File: config.mk
export PLATFORM = sky130hd
export DESIGN_NAME = morse_decoder_param
export DESIGN_NICKNAME = d
export VERILOG_FILES = /design/src/rtl/morse_decoder_param.sv
export SDC_FILE = /design/constraint.sdc
export NUM_CORES = 1
export LEC_CHECK = 0
export ABC_CLOCK_PERIOD_IN_PS = 3250
export BUFFER_PORTS_ARGS = -buffer_cell sky130_fd_sc_hd__buf_2
export CELL_PAD_IN_SITES_DETAIL_PLACEMENT = 2
export CELL_PAD_IN_SITES_GLOBAL_PLACEMENT = 2
export CORE_MARGIN = 3
export CORE_UTILIZATION = 34
export DETAILED_ROUTE_END_ITERATION = 16
export PLACE_DENSITY_LB_ADDON = 0.1
export SYNTH_ARGS = -nofsm -noshare
export SYNTH_HDL_FRONTEND = slang
export SYNTH_SLANG_ARGS = --single-unit
File: constraint.sdc
create_clock -name clk -period 3.25 [get_ports clk]
set_clock_uncertainty 0.15 [all_clocks]
set_input_delay 0.325 -clock clk [delete_from_list [all_inputs] [get_ports clk]]
set_output_delay 0.325 -clock clk [all_outputs]
set_load 0.01 [all_outputs]
File: src/rtl/morse_decoder_param.sv
// Morse key decoder: synchronises and debounces a raw key, classifies presses
// as dot/dash, buffers up to MAX_SYM symbols and emits one ASCII character
// (with error flag) after a letter-gap timeout.
// Optional build macro MORSE_WORD_SPACE_EN: also emit a space (8'h20) once the
// key has stayed released for WORD_GAP cycles after the last release.
`timescale 1ns/1ps
module morse_decoder_param #(
   parameter int CNT_W        = 16,
   parameter int DEBOUNCE_CYC = 4,
   parameter int DOT_MIN      = 100,
   parameter int DASH_MIN     = 2000,
   parameter int LETTER_GAP   = 3000,
   parameter int WORD_GAP     = 7000,
   parameter int MAX_SYM      = 6
) (
   input  logic                         clk,
   input  logic                         rst_n,
   input  logic                         button,
   output logic [7:0]                   char_data,
   output logic                         char_valid,
   output logic                         char_err,
   output logic [$clog2(MAX_SYM+1)-1:0] sym_count,
   output logic                         busy
);

   localparam int CW  = $clog2(MAX_SYM + 1);
   localparam int DBW = $clog2(DEBOUNCE_CYC + 1);

   localparam logic [CNT_W-1:0] CNT_MAX      = '1;
   localparam logic [CNT_W-1:0] CNT_ONE      = CNT_W'(1);
   localparam logic [CNT_W-1:0] DOT_MIN_C    = CNT_W'(DOT_MIN);
   localparam logic [CNT_W-1:0] DASH_MIN_C   = CNT_W'(DASH_MIN);
   localparam logic [CNT_W-1:0] LETTER_GAP_C = CNT_W'(LETTER_GAP);
   localparam logic [DBW-1:0]   DB_LAST      = DBW'(DEBOUNCE_CYC - 1);
   localparam logic [CW-1:0]    SYM_FULL     = CW'(MAX_SYM);
`ifdef MORSE_WORD_SPACE_EN
   localparam logic [CNT_W-1:0] WORD_GAP_C   = CNT_W'(WORD_GAP);
`endif

   // Parameter sanity checks at elaboration time.
   if (DASH_MIN <= DOT_MIN) begin : g_bad_dash
      $error("DASH_MIN must be greater than DOT_MIN");
   end
   if (WORD_GAP <= LETTER_GAP) begin : g_bad_word
      $error("WORD_GAP must be greater than LETTER_GAP");
   end
   if (MAX_SYM < 5) begin : g_bad_sym
      $error("MAX_SYM must be at least 5");
   end

   typedef enum logic [1:0] {IDLE, PRESS, GAP} state_t;

   logic             sync1_q, sync1_d, sync2_q, sync2_d;
   logic             btn_db_q, btn_db_d;
   logic [DBW-1:0]   db_cnt_q, db_cnt_d;
   state_t           state_q, state_d;
   logic [CNT_W-1:0] press_cnt_q, press_cnt_d;
   logic [CNT_W-1:0] gap_cnt_q, gap_cnt_d;
   logic [MAX_SYM-1:0] pat_q, pat_d;
   logic [CW-1:0]    sym_cnt_q, sym_cnt_d;
   logic             ovf_q, ovf_d;
   logic [7:0]       char_data_q, char_data_d;
   logic             char_valid_q, char_valid_d;
   logic             char_err_q, char_err_d;
   logic [8:0]       letter_w;
   logic             is_dash_w;
`ifdef MORSE_WORD_SPACE_EN
   logic             letter_done_q, letter_done_d;
`endif

   function automatic logic [CNT_W-1:0] sat_inc(input logic [CNT_W-1:0] v);
      return (v == CNT_MAX) ? v : v + 1'b1;
   endfunction

   // Returns {err, ascii}; the first symbol sits in the MSB of the len-wide pattern.
   function automatic logic [8:0] decode(input int len, input logic [4:0] pat, input logic ovf);
      logic [7:0] c;
      c = 8'h3F;
      if (!ovf) begin
         case (len)
            1: c = pat[0] ? "T" : "E";
            2: case (pat[1:0])
                  2'b00:   c = "I";
                  2'b01:   c = "A";
                  2'b10:   c = "N";
                  default: c = "M";
               endcase
            3: case (pat[2:0])
                  3'b000:  c = "S";
                  3'b001:  c = "U";
                  3'b010:  c = "R";
                  3'b011:  c = "W";
                  3'b100:  c = "D";
                  3'b101:  c = "K";
                  3'b110:  c = "G";
                  default: c = "O";
               endcase
            4: case (pat[3:0])
                  4'b0000: c = "H";
                  4'b0001: c = "V";
                  4'b0010: c = "F";
                  4'b0100: c = "L";
                  4'b0110: c = "P";
                  4'b0111: c = "J";
                  4'b1000: c = "B";
                  4'b1001: c = "X";
                  4'b1010: c = "C";
                  4'b1011: c = "Y";
                  4'b1100: c = "Z";
                  4'b1101: c = "Q";
                  default: c = 8'h3F;
               endcase
            5: case (pat)
                  5'b01111: c = "1";
                  5'b00111: c = "2";
                  5'b00011: c = "3";
                  5'b00001: c = "4";
                  5'b00000: c = "5";
                  5'b10000: c = "6";
                  5'b11000: c = "7";
                  5'b11100: c = "8";
                  5'b11110: c = "9";
                  5'b11111: c = "0";
                  default:  c = 8'h3F;
               endcase
            default: c = 8'h3F;
         endcase
      end
      return {(c == 8'h3F), c};
   endfunction

   assign letter_w  = decode(int'(sym_cnt_q), pat_q[4:0], ovf_q);
   assign is_dash_w = (press_cnt_q >= DASH_MIN_C);

   // Two-flop synchroniser and debounce: btn_db follows only after DEBOUNCE_CYC differing samples.
   always_comb begin
      sync1_d  = button;
      sync2_d  = sync1_q;
      btn_db_d = btn_db_q;
      db_cnt_d = '0;
      if (sync2_q != btn_db_q) begin
         if (db_cnt_q == DB_LAST) begin
            btn_db_d = sync2_q;
         end else begin
            db_cnt_d = db_cnt_q + 1'b1;
         end
      end
   end

   // Press/gap state machine, symbol buffer and character emission.
   always_comb begin
      state_d      = state_q;
      press_cnt_d  = press_cnt_q;
      gap_cnt_d    = gap_cnt_q;
      pat_d        = pat_q;
      sym_cnt_d    = sym_cnt_q;
      ovf_d        = ovf_q;
      char_data_d  = char_data_q;
      char_err_d   = char_err_q;
      char_valid_d = 1'b0;
`ifdef MORSE_WORD_SPACE_EN
      letter_done_d = letter_done_q;
`endif
      case (state_q)
         IDLE: begin
            // Level test so a press that overlapped an emission still starts here.
            if (btn_db_q) begin
               state_d     = PRESS;
               press_cnt_d = CNT_ONE;
            end
         end
         PRESS: begin
            if (btn_db_q) begin
               press_cnt_d = sat_inc(press_cnt_q);
            end else begin
               if (press_cnt_q >= DOT_MIN_C) begin
                  if (sym_cnt_q == SYM_FULL) begin
                     ovf_d = 1'b1;
                  end else begin
                     pat_d     = (pat_q << 1) | {{(MAX_SYM-1){1'b0}}, is_dash_w};
                     sym_cnt_d = sym_cnt_q + 1'b1;
                  end
               end
               gap_cnt_d = '0;
               state_d   = (sym_cnt_d != '0) ? GAP : IDLE;
            end
         end
         GAP: begin
`ifdef MORSE_WORD_SPACE_EN
            if (!letter_done_q && (gap_cnt_q == LETTER_GAP_C)) begin
               char_valid_d              = 1'b1;
               {char_err_d, char_data_d} = letter_w;
               pat_d                     = '0;
               sym_cnt_d                 = '0;
               ovf_d                     = 1'b0;
               letter_done_d             = 1'b1;
               gap_cnt_d                 = sat_inc(gap_cnt_q);
            end else if (letter_done_q && (gap_cnt_q == WORD_GAP_C)) begin
               char_valid_d  = 1'b1;
               char_data_d   = 8'h20;
               char_err_d    = 1'b0;
               letter_done_d = 1'b0;
               state_d       = IDLE;
            end else if (btn_db_q) begin
               letter_done_d = 1'b0;
               state_d       = PRESS;
               press_cnt_d   = CNT_ONE;
            end else begin
               gap_cnt_d = sat_inc(gap_cnt_q);
            end
`else
            if (gap_cnt_q == LETTER_GAP_C) begin
               char_valid_d              = 1'b1;
               {char_err_d, char_data_d} = letter_w;
               pat_d                     = '0;
               sym_cnt_d                 = '0;
               ovf_d                     = 1'b0;
               state_d                   = IDLE;
            end else if (btn_db_q) begin
               state_d     = PRESS;
               press_cnt_d = CNT_ONE;
            end else begin
               gap_cnt_d = sat_inc(gap_cnt_q);
            end
`endif
         end
         default: state_d = IDLE;
      endcase
   end

   // All state registers; synchronous active-low reset clears everything.
   always_ff @(posedge clk) begin
      if (!rst_n) begin
         sync1_q      <= 1'b0;
         sync2_q      <= 1'b0;
         btn_db_q     <= 1'b0;
         db_cnt_q     <= '0;
         state_q      <= IDLE;
         press_cnt_q  <= '0;
         gap_cnt_q    <= '0;
         pat_q        <= '0;
         sym_cnt_q    <= '0;
         ovf_q        <= 1'b0;
         char_data_q  <= 8'h00;
         char_valid_q <= 1'b0;
         char_err_q   <= 1'b0;
`ifdef MORSE_WORD_SPACE_EN
         letter_done_q <= 1'b0;
`endif
      end else begin
         sync1_q      <= sync1_d;
         sync2_q      <= sync2_d;
         btn_db_q     <= btn_db_d;
         db_cnt_q     <= db_cnt_d;
         state_q      <= state_d;
         press_cnt_q  <= press_cnt_d;
         gap_cnt_q    <= gap_cnt_d;
         pat_q        <= pat_d;
         sym_cnt_q    <= sym_cnt_d;
         ovf_q        <= ovf_d;
         char_data_q  <= char_data_d;
         char_valid_q <= char_valid_d;
         char_err_q   <= char_err_d;
`ifdef MORSE_WORD_SPACE_EN
         letter_done_q <= letter_done_d;
`endif
      end
   end

   assign char_data  = char_data_q;
   assign char_valid = char_valid_q;
   assign char_err   = char_err_q;
   assign sym_count  = sym_cnt_q;
   assign busy       = (state_q != IDLE);

endmodule

==> reports/metrics.sh, run 1 <==
POWER.DENSITY_nW_PER_UM2=392.9
SETUP_TOTAL_NEGATIVE_SLACK_NS=0
OUTCOME='complete, no violations'
SYN2LAYOUT_AREA_GROWTH_PCT=13.11
VIA_PER_INST=5.403
DOMINANTREGCELLSYNTH='dfxtp_1'
DIE-WIDTH_UM=109.3
FINAL-SETUP-VIOL-COUNT=0
SYNTH-COMPOUND-AREA-SHARE=0.1504
FINISH.INSTANCE_AREA_UM2=4103
SYNTH-EDFF-COUNT=0
GRT_MAX_DEGREE=22
CRITICAL_PATH.ENDPOINT_TYPE='register'
CTS-HTREE-LEVELS=3
FINALHOLDWORSTSLACK_NS=0.1980
SYN_AVG_CELL_AREA_UM2=8.300
POST_SYNTH_INST_COUNT=437
POSTSYNTH.ASYNCRESETSHARE=0
CLOCKROOTBUFFER='clkbuf_8'
GLOBALROUTETOTALUTIL=0.1895
ANTENNA_CELLS_INSERTED=0
MAX-SLEW-MARGIN-REL=0.1930
YOSYS_WARNINGS=0
PLACEMENT.IO_BUFFERS=15
CTS_TREE='built'
IOPINCOUNT=17
ROUTE.VIAS.TOTAL=3242
FIRST_PASS_ITERS=4
CTS.REPAIR_TIMING.SETUP_BUFFER_COUNT=0
WORST-SLEW-PIN-TRANSITION_NS=1.202
CRIT_START='state_q[0]'
FLOORPLAN.ROWS=37
SYNTH_SEQ_CELLS=69
POST_SYNTH_XOR_AREA_FRACTION=0.07244
COUNT_OF_ANTENNA_VIOLATING_NETS_LEFT_AFTER_DETAILED_ROUTING=0
FIRST_ITER_VIOLATIONS=101
DIE_HEIGHT_UM=109.3
CP_MAX_FO=5
WORST_SETUP_PATH_START_KIND='register'
R2R_SETUP_SLACK_NS=0.24
SYNTH_MUX_AREA_FRAC=0.03174
SYN_AREA_UM2=3627
CTS-ROOT-TO-SINK-BUFFERS=2
INSERTION_DELAY_NS=0.36
DRT-WIRELENGTH-PER-CELL_UM=17.58
TOTAL_LEAKAGE_POWER_uW=0.001550
RR_STARTPOINT='state_q[0]'
VDD_IR_DROP_MAX_mV=0.1348
FINAL_COMMON_CELL='dfxtp_1'
HOLD_VIOLATIONS=0
CRITICALPATHCATEGORY='register to register'
SYNTH_SEQUENTIAL_AREA_RATIO=0.3808
FF2FF_PATH_DEPTH=11
CTS.REPORTEDPATHS.CLKPINSLEW_NS=0.08
MOST-COMMON-LAYOUT-CELLS='dfxtp_1, nor2_1, nand2_1'
DIEAREA_UM2=11940
TIMING.FINAL.MAX_SLEW_VIOLATIONS=0
SYNTH_CELL_TYPES=70
FINAL_CYCLE_SHARE=0.9247
FINAL_NET_COUNT=478
CRITPATHARRIVALTIME_NS=3.13
CTS_MADE_BUFFERS=9
DESIGN_POWER_uW=1612
PLACE.GP.CONGESTION=0.8761
MIN_PATH_TYPE='input port to register'
GRT_ANTENNA_BEFORE_REPAIR=0
LAYOUT-DRIVE-GT1-SHARE=0.1379
SYNTHESIS.NETS=456
TOTALWIRELENGTH_MM=10.55
SYNTH_SIMPLE_GATE_AREA_FRAC=0.2556
CLOCK.FMAX_GHz=0.3328
RSZ0062_AT_GRT='no'
CAP_VIOL_MAX_COUNT=0
LARGEST_FAMILY_OF_LOGIC_CELLS_BY_SYNTHESIZED_AREA='simple AND/OR/NAND/NOR gates'
REQUIRED_TIME_WORST_ENDPOINT_NS=3.37
FINAL.MIN_CLOCK_PERIOD_NS=3.005
DRC=0
CLOCK-SINKS=69
GRT_PASS1_VIAS=3444
YOSYS.AREA_SHARE.ADDER=0.05519
START_UTIL=0.3498
POST-ROUTE-UTIL=0.3956
HPWLAFTERDP_MM=7.766
GLOBALROUTEOVERFLOWTOTAL=0
CORE_AREA_UM2=10370
WIRE_LENGTH_OF_THE_FIRST_GLOBAL_ROUTING_PASS_MM=17.53
DETAILED_PLACE.AREA_UM2=3887
==> power breakdown <==
group | total (uW) | internal [uW] | switching, uW
clock network | 746 | 398 | 348
registers | 847 | 846 | 0.787
logic | 19.4 | 4.17 | 15.2
total | 1610 | 1250 | 364
==> final cells by class <==
type | instances | area [um^2]
Fill cell | 1212 | 6267
Multi-Input combinational cell | 324 | 2057
Sequential cell | 69 | 1381
Timing Repair Buffer | 32 | 205.2
Tap cell | 136 | 170.2
Clock buffer | 13 | 158.9
Inverter | 23 | 86.33
Clock inverter | 3 | 43.79
==> worst min path at each step <==
stage	cells past startpoint	slack [ns]	end	start
floorplan	1	0.25	db_cnt_q[0]	db_cnt_q[0]
global placement	1	0.26	db_cnt_q[0]	db_cnt_q[0]
detailed placement	1	0.28	db_cnt_q[0]	db_cnt_q[0]
CTS	2	0.18	sync1_q	rst_n
global route	2	0.20	sync1_q	rst_n
finish	2	0.20	sync1_q	rst_n
==> synthesized netlist by cell type (2+ instances only) <==
master | n | share of area
buf_6 | 3 | 0.0093
o31ai_1 | 2 | 0.0041
nor2_1 | 64 | 0.066
o21ai_0 | 12 | 0.017
nor3_1 | 8 | 0.011
nand2_1 | 31 | 0.032
clkbuf_1 | 16 | 0.017
xor2_1 | 15 | 0.036
nand4_1 | 8 | 0.014
a211oi_1 | 5 | 0.010
a22o_1 | 2 | 0.0048
and4_1 | 2 | 0.0048
a221oi_1 | 4 | 0.0097
a21oi_1 | 27 | 0.037
inv_1 | 21 | 0.022
dfxtp_1 | 69 | 0.38
and3_2 | 2 | 0.0041
o41ai_1 | 2 | 0.0048
and3_1 | 5 | 0.0086
nand3_1 | 29 | 0.040
mux2i_1 | 6 | 0.017
mux2_4 | 2 | 0.0083
and2_1 | 5 | 0.0086
o21a_1 | 3 | 0.0062
nor4b_1 | 2 | 0.0048
or3_1 | 2 | 0.0034
ha_1 | 16 | 0.055
xnor2_1 | 15 | 0.036
inv_2 | 2 | 0.0021
nor2b_1 | 2 | 0.0034
a22oi_1 | 3 | 0.0062
o211ai_1 | 4 | 0.0083
nand2b_1 | 6 | 0.010
nor3b_1 | 2 | 0.0041
nor4_1 | 5 | 0.0086
==> repair_timing <==
action,in CTS,in global routing
hold buffers,1,0
endpoints found under the setup margin,0,1
gates resized for setup,0,1
endpoints found under the hold margin,1,0
==> through the flow <==
stage	instances	setup WS, ns
6_report	600	0.2448
5_1_grt	600	0.00006906
4_1_cts	600	0.2272
3_5_place_dp	583	0.2649
3_3_place_gp	583	0.3368
2_1_floorplan	437	0.1350
==> kinds of logic after synthesis <==
logic type	count (synthesis)
adder cells (fa/ha/maj)	16
other	1
AO/OA/AOI/OAI	82
AND/OR/NAND/NOR	185
XOR/XNOR	30
buffers and inverters	44
flip-flops	69
multiplexers	10
==> critical path, stage by stage, from the launching register on <==
cell      delay, ns
dfxtp_1        0.39
or3b_2         0.53
nand2b_1       0.26
or2_4          0.29
mux2i_2        0.21
nand2_1        0.17
ha_1           0.29
inv_1          0.11
a21oi_1        0.07
nor2_1         0.12
a31oi_1        0.05
o32ai_1        0.27
==> layer usage <==
| layer | up-vias | routed length [um] | global-route usage | share of wire |
|---|---|---|---|---|
| met5 | - | 0 | 0 | 0 |
| met4 | 0 | 138 | 0.06144 | 0.013 |
| met3 | 15 | 320 | 0.04026 | 0.030 |
| met2 | 42 | 5032 | 0.3149 | 0.48 |
| met1 | 1619 | 5058 | 0.2447 | 0.48 |
| li1 | 1566 | - | - | - |
No activity file was read; power rests on OpenSTA's default activity.
==> run 2: changes to the inputs <==
--- a/config.mk
+++ b/config.mk
@@ -13,6 +13,7 @@
 export CORE_UTILIZATION = 34
 export DETAILED_ROUTE_END_ITERATION = 16
 export PLACE_DENSITY_LB_ADDON = 0.1
+export REMOVE_ABC_BUFFERS = 1
 export SYNTH_ARGS = -nofsm -noshare
 export SYNTH_HDL_FRONTEND = slang
 export SYNTH_SLANG_ARGS = --single-unit
==> reports/metrics.sh, run 2 (same netlist as run 1, synthesis figures left out) <==
SYN2LAYOUT_AREA_GROWTH_PCT=13.31
SHARE_COMB_OF_TOTAL_POWER=0.011
INSERTION_DELAY_NS=0.36
SETUP_TOTAL_NEGATIVE_SLACK_NS=0
FINISH.INSTANCE_AREA_UM2=4110
VDD_IR_DROP_MAX_mV=0.1708
FINAL_NET_COUNT=475
REQUIRED_TIME_WORST_ENDPOINT_NS=3.37
DESIGN_POWER_uW=1700
COUNT_OF_ANTENNA_VIOLATING_NETS_LEFT_AFTER_DETAILED_ROUTING=0
DETAILED_PLACE.AREA_UM2=3872
RSZ0062_AT_GRT='no'
PLACE.GP.CONGESTION=0.8482
CTS_MADE_BUFFERS=9
NFILLCELLS=1199
R2R_SETUP_SLACK_NS=0.30
FINAL_CELLS=597
POWER.NET_SWITCHING_uW=377.2
MULTI_INPUT_AREA_UM2=2057
FINAL_COMMON_CELL='dfxtp_1'
DIE_HEIGHT_UM=109.3
POWER.DENSITY_nW_PER_UM2=413.7
FLOORPLAN.ROWS=37
INTERNAL_POWER_uW=1323
PWR-SHARE-SEQ=0.498
CTS-ROOT-TO-SINK-BUFFERS=2
DIEAREA_UM2=11940
VIA_PER_INST=5.332
CRITICAL_PATH.ENDPOINT_TYPE='register'
CTS.REPORTEDPATHS.CLKPINSLEW_NS=0.08
CORE_AREA_UM2=10370
HOLD_VIOLATIONS=0
PLACEMENT.IO_BUFFERS=15
WORST-SLEW-PIN-TRANSITION_NS=1.050
NUMPLACEDINSTANCES=581
IOPINCOUNT=17
DIE-WIDTH_UM=109.3
ROUTE.VIAS.TOTAL=3183
CP_MAX_FO=5
TIMING.FINAL.MAX_SLEW_VIOLATIONS=0
SW_FRAC_OF_TOTAL=0.2218
GLOBALROUTEOVERFLOWTOTAL=0
GRT_ANTENNA_BEFORE_REPAIR=0
TOTALWIRELENGTH_MM=10.22
SHARE_CLK_OF_TOTAL_POWER=0.491
CRITICALPATHCATEGORY='register to register'
OUTCOME='complete, no violations'
CAP_VIOL_MAX_COUNT=0
FINALHOLDWORSTSLACK_NS=0.02196
GRT_MAX_DEGREE=22
MAX-SLEW-MARGIN-REL=0.2952
ANTENNA_CELLS_INSERTED=0
HOLD_BUFFERS=0
MIN_PATH_TYPE='input port to register'
CLOCKROOTBUFFER='clkbuf_8'
CTS-HTREE-LEVELS=3
CTS_TREE='built'
GLOBALROUTETOTALUTIL=0.1847
WIRE_LENGTH_OF_THE_FIRST_GLOBAL_ROUTING_PASS_MM=17.23
REGISTER_AREA_UM2=1383
FINAL.MIN_CLOCK_PERIOD_NS=2.954
CRITPATHARRIVALTIME_NS=3.08
CLOCK.FMAX_GHz=0.3385
TOTAL_LEAKAGE_POWER_uW=0.001537
DRC=0
MOST-COMMON-LAYOUT-CELLS='dfxtp_1, nor2_1, nand2_1'
POST_CTS.RESIZED_INSTANCES=0
HPWLAFTERDP_MM=7.566
CTS.REPAIR_TIMING.SETUP_BUFFER_COUNT=0
START_UTIL=0.3498
FIRST_ITER_VIOLATIONS=112
FINAL-SETUP-VIOL-COUNT=0
FIRST_PASS_ITERS=4
GRT_PASS1_VIAS=3359
WORST_SETUP_PATH_START_KIND='register'
DRT-WIRELENGTH-PER-CELL_UM=17.12
FINAL_CYCLE_SHARE=0.9089
CLOCK-SINKS=69
LAYOUT-DRIVE-GT1-SHARE=0.1410
run 2: cell count changes in the layout (fill, tap and decap cells not counted):
cell and change:
buf_4 -2, bufinv_16 +1, clkbuf_1 -2, clkinv_2 -1, clkinv_4 -1, clkinvlp_4 +3
dfxtp_1 -1, dfxtp_2 +1, dlygate4sd3_1 -1, nand2b_1 -1, nand2b_2 +1, or2_1 +1
or2_4 -1
run 2: worst paths after layout:
path              depth (start not counted)            start        to
hold reg to reg                           1          sync1_q   sync2_q
setup / recovery                         11  press_cnt_q[12]  register
setup reg to reg                         11  press_cnt_q[12]  register
hold / removal                            2           button   sync1_q
run 2: metrics by stage:
step,utilization,worst slack [ns]
global route,0.3964,0.02779
detailed placement,0.3734,0.3001
floorplan,-,0.1076
finish,0.3964,0.2961
CTS,0.3960,0.2580
global placement,0.3734,0.3945
run 2: final cells by class:
| cell class | count | area share |
|---|---|---|
| clock buffer | 11 | 0.03683 |
| clock inverter | 5 | 0.02009 |
| inverter | 23 | 0.02100 |
| multi-input combinational | 324 | 0.5005 |
| sequential | 69 | 0.3364 |
| tap | 136 | 0.04140 |
| timing repair buffer | 29 | 0.04384 |
run 2: critical path, cell delays in order, from the launching register on:
cell and delay [ns]:
dfxtp_1 0.35, or4_4 0.57, nor4_4 0.27, or2_1 0.21
mux2i_2 0.26, nand2_1 0.17, ha_1 0.28, inv_1 0.11
a21oi_1 0.07, nor2_1 0.11, a31oi_1 0.05, o32ai_1 0.27
run 2: routing by layer:
metal	up-vias	global-route usage	share of wire
met1	1570	0.2476	0.49
met5	-	0	0
met4	0	0.06768	0.019
met3	14	0.03375	0.025
li1	1564	-	-
met2	35	0.2961	0.46
run 2: power groups by stage:
stage,logic [uW],clock network (uW),registers (uW)
after floorplan,9.24,0,866
after global placement,19.0,0,867
after detailed placement,19.5,0,867
after CTS,19.2,857,847
after global routing,21.7,896,847
final,18.2,836,847
